--- src/rtl/pipeline_ctrl.sv ---
// pipeline_ctrl: hazard detection, operand forwarding and memory-wait FSM for a 5-stage pipeline.
module pipeline_ctrl (
    input  logic        clk,
    input  logic        rst,
    input  logic [4:0]  rf_ra0_id,
    input  logic [4:0]  rf_ra1_id,
    input  logic [4:0]  rf_ra0_ex,
    input  logic [4:0]  rf_ra1_ex,
    input  logic [4:0]  rf_wa_ex,
    input  logic        rf_we_ex,
    input  logic [1:0]  rf_wd_sel_ex,
    input  logic [4:0]  rf_wa_mem,
    input  logic        rf_we_mem,
    input  logic [4:0]  rf_wa_wb,
    input  logic        rf_we_wb,
    input  logic        br_taken_ex,
    input  logic        dmem_req,
    input  logic        dmem_ack,
    output logic        stall_pc,
    output logic        stall_if_id,
    output logic        stall_id_ex,
    output logic        stall_ex_mem,
    output logic        flush_if_id,
    output logic        flush_id_ex,
    output logic        flush_mem_wb,
    output logic        pipe_en,
    output logic [1:0]  fwd0_sel,
    output logic [1:0]  fwd1_sel,
    output logic [15:0] stall_cnt,
    output logic [15:0] flush_cnt,
    output logic [1:0]  state,
    output logic        timeout_err
);
    typedef enum logic [1:0] {RUN = 2'd0, WAIT = 2'd1, HALT = 2'd2} state_t;
    state_t st;
    logic [3:0] wait_cnt;
    logic halt, mw, lu, br_flush, any_stall;
    // While rst is asserted the outputs behave as in RUN, even if the register still holds HALT.
    assign halt = (st == HALT) && !rst;
    assign mw = dmem_req && !dmem_ack;
    assign lu = rf_we_ex && rf_wd_sel_ex == 2'b10 && rf_wa_ex != 5'd0 &&
                (rf_ra0_id == rf_wa_ex || rf_ra1_id == rf_wa_ex);
    assign br_flush = !halt && !mw && br_taken_ex;
    assign pipe_en = !halt;
    assign stall_pc = !halt && (mw || (!br_taken_ex && lu));
    assign stall_if_id = stall_pc;
    assign stall_id_ex = !halt && mw;
    assign stall_ex_mem = stall_id_ex;
    assign flush_mem_wb = stall_id_ex;
    assign flush_if_id = br_flush;
    assign flush_id_ex = !halt && !mw && (br_taken_ex || lu);
    assign any_stall = stall_pc;
    assign fwd0_sel = (rf_we_mem && rf_wa_mem != 5'd0 && rf_wa_mem == rf_ra0_ex) ? 2'b01 :
                      (rf_we_wb && rf_wa_wb != 5'd0 && rf_wa_wb == rf_ra0_ex) ? 2'b10 : 2'b00;
    assign fwd1_sel = (rf_we_mem && rf_wa_mem != 5'd0 && rf_wa_mem == rf_ra1_ex) ? 2'b01 :
                      (rf_we_wb && rf_wa_wb != 5'd0 && rf_wa_wb == rf_ra1_ex) ? 2'b10 : 2'b00;
    assign state = st;
    always_ff @(posedge clk) begin
        if (rst) begin
            st <= RUN;
            wait_cnt <= 4'd0;
            stall_cnt <= 16'd0;
            flush_cnt <= 16'd0;
            timeout_err <= 1'b0;
        end else begin
            if (any_stall && stall_cnt != 16'hFFFF) stall_cnt <= stall_cnt + 16'd1;
            if (br_flush && flush_cnt != 16'hFFFF) flush_cnt <= flush_cnt + 16'd1;
            case (st)
                RUN: begin
                    wait_cnt <= 4'd0;
                    if (mw) st <= WAIT;
                end
                WAIT: begin
                    if (!mw) begin
                        st <= RUN;
                        wait_cnt <= 4'd0;
                    end else if (wait_cnt == 4'd15) begin
                        st <= HALT;
                        timeout_err <= 1'b1;
                    end else begin
                        wait_cnt <= wait_cnt + 4'd1;
                    end
                end
                HALT: st <= HALT;
                default: st <= RUN;
            endcase
        end
    end
endmodule
--- config.mk ---
export PLATFORM = sky130hd
export DESIGN_NAME = pipeline_ctrl
export DESIGN_NICKNAME = d
export VERILOG_FILES = /design/src/rtl/pipeline_ctrl.sv
export SDC_FILE = /design/constraint.sdc
export NUM_CORES = 1
export LEC_CHECK = 0
export ABC_AREA = 1
export ABC_CLOCK_PERIOD_IN_PS = 1900
export BUFFER_PORTS_ARGS = -buffer_cell sky130_fd_sc_hd__buf_2
export CAP_MARGIN = 20
export CORE_MARGIN = 8
export CORE_UTILIZATION = 30
export DETAILED_ROUTE_END_ITERATION = 8
export GPL_TIMING_DRIVEN = 0
export PLACE_DENSITY = 0.62
export SETUP_SLACK_MARGIN = 0.1
export SYNTH_ARGS = -nofsm -noshare
export SYNTH_HDL_FRONTEND = slang
export SYNTH_SLANG_ARGS = --single-unit
--- constraint.sdc ---
create_clock -name clk -period 1.9 [get_ports clk]
set_clock_uncertainty 0.1 [all_clocks]
set_input_delay 0.38 -clock clk [delete_from_list [all_inputs] [get_ports clk]]
set_output_delay 0.38 -clock clk [all_outputs]
set_load 0.02 [all_outputs]
==> results.cfg <==
[cells_and_area]
n_fill_cell = 837
layout_common_cells = buf_2, nand2_1, inv_1
layout.nets = 572
drive_above_1_share_pct = 43.6
utilization_pct = 47.8
final_common_cell = buf_2
syn2layout_area_growth_pct = 55.7
fin_cells = 633
postLayoutCellArea_sq_um = 4130
n_antenna_cell = 0

[cts]
cts_tree = yes
cts.clk_slew.worst_paths_ps = 70
cts_root_buf = clkbuf_8
numCtsBuffers = 5
cts_sinks = 39
cts_max_level = 2
cts.path.max_buffers = 2
clock_latency_ps = 290

[routing]
dr_total_vias = 3020
ant_nets = 0
first_iter_violations = 135
drc = 0
vias_per_cell = 4.77
wirelength_microns = 8490
dr.pass1.iters = 5
avgRoutedWirePerCell_microns = 13.4

[timing]
setup_viol = 3
tns_ps = -58.0
finalWorstSetupSlack_ps = -31.5
max_freq_mhz = 518
final-max-slew-violation-count = 0
period_needed_ps = 1930
rsz0062_at_grt = true
post-route-period-util_pct = 102
holdWs_ps = 184
tightest_slew_ps = 719
hold_violations = 0
slew_headroom_pct = 52.1

[outcome]
violations = negative setup slack
outcome = finished with violations

[grt]
grt-ovfl-total = 0
grt_pass1_vias = 2961
grt_pass1_wl_microns = 13100
grt_max_degree = 12
antenna_found_initial = 0
grt.total_usage_pct = 13.1

[placed_design]
dp_slack_ps = -259
io_buffers = 90
dpl.hpwl_microns = 6060
place_congestion = 0.820
placed_area_sq_um = 3350
dp.cells = 592

[critical_path]
crit_path_start_kind = input pin
crit_type = in2out
crit_required_ps = 1420
end_kind = output pin
crit_arrival_ps = 1450
crit_fanout = 2
reg2reg_slack_ps = 0

[die]
initial_core_util_pct = 30.7
die_area_sq_um = 12100
io_pins = 92
rows = 34
coreArea_sq_um = 8640
fp.dieW_microns = 110
die_h_microns = 110

[logic_synthesis]
ys_ff_latch = 39
synth_nets = 442
syn-cell-area_sq_um = 2650
asyncSetResetFlopFracSynth_pct = 0
yosysSeqAreaShare_pct = 29.5
synth_cell_types = 32
netlist_instances = 394
synth-edff-count = 0
synth_area_leader_cell = dfxtp_1
yosysWarnings = 0
yosysTopAreaCellShare_pct = 29.5
synthFlopType = dfxtp_1
ys_top_cells_by_area = dfxtp_1, nand2_1, xor2_1
synth.avg_cell_area_sq_um = 6.73

[worst_hold_path]
hp-class = in2reg

[power]
ir_worst_vdd_uv = 242
finalPower_mw = 1.82
powerDensity_nw_per_um2 = 441
leakagePower_nw = 1.88

[run]
drv_cap = 0
critical path, stage by stage:
cell and delay [ps]:
buf_8 100, or2_4 250, o41ai_4 210, buf_4 190
nor4_4 50, nor2_2 140, buf_6 130
cell usage after synthesis (4+ instances only):
library cell  number
o21ai_0            9
nor4_1             4
nand4_1            8
xor2_1            24
nand3_1           40
a21oi_2            8
buf_4              5
a21oi_1           23
nor3_1            12
inv_2              5
nand2_1           85
xnor2_1           17
inv_1             42
dfxtp_1           39
nor2_1            43
path summary, 6_finish.rpt:
| check | startpoint | end | cells past startpoint |
|---|---|---|---|
| setup / recovery | rf_wa_mem[1] | fwd1_sel[1] | 7 |
| hold / removal | rst | flush_cnt[11] | 2 |
| setup reg to reg | stall_cnt[0] | stall_cnt[5] | 10 |
| hold reg to reg | state[1] | state[0] | 1 |
what timing repair did:
item | 4_1_cts | 5_1_grt
pin swaps | 15 | 47
buffers inserted | 16 | 16
gates cloned | 0 | 2
resized for setup | 23 | 94
hold buffers | 0 | 0
setup endpoints to repair | 35 | 36
cell type report:
class	count	area (sq um)	area share, %
clock buffers	7	76.3	1.85
well taps	108	135	3.28
inverters	47	179	4.34
multi-input cells	296	1950	47.2
flip-flops and latches	39	806	19.5
plain buffers	12	116	2.82
repair buffers	123	861	20.9
clock inverters	1	5.00	0.121
logic make-up after synthesis:
| family | count (synthesis) | synth area share (%) |
|---|---|---|
| flip-flops | 39 | 29.5 |
| AND/OR/NAND/NOR | 207 | 35.8 |
| adder cells (fa/ha/maj) | 3 | 1.42 |
| AO/OA/AOI/OAI | 45 | 10.2 |
| buffers and inverters | 59 | 9.49 |
| XOR/XNOR | 41 | 13.6 |
where the power goes:
group	total (mW)	internal [mW]	switching, mW
clock network	0.559	0.258	0.300
registers	0.835	0.822	0.0123
logic	0.424	0.206	0.218
total	1.82	1.29	0.531
state kept, by name, summed over array words and instances, names as in the netlist:
| name | count |
|---|---|
| state | 2 |
| timeout_err | 1 |
| flush_cnt | 16 |
| stall_cnt | 16 |
| wait_cnt | 4 |
routing by layer:
| layer | track usage [%] | share of wire, % |
|---|---|---|
| met1 | 16.0 | 43 |
| met2 | 22.4 | 49 |
| met3 | 3.02 | 6.2 |
| met4 | 4.05 | 1.5 |
| met5 | 0 | 0 |
Note: power is estimated with default switching activity, not from simulation.
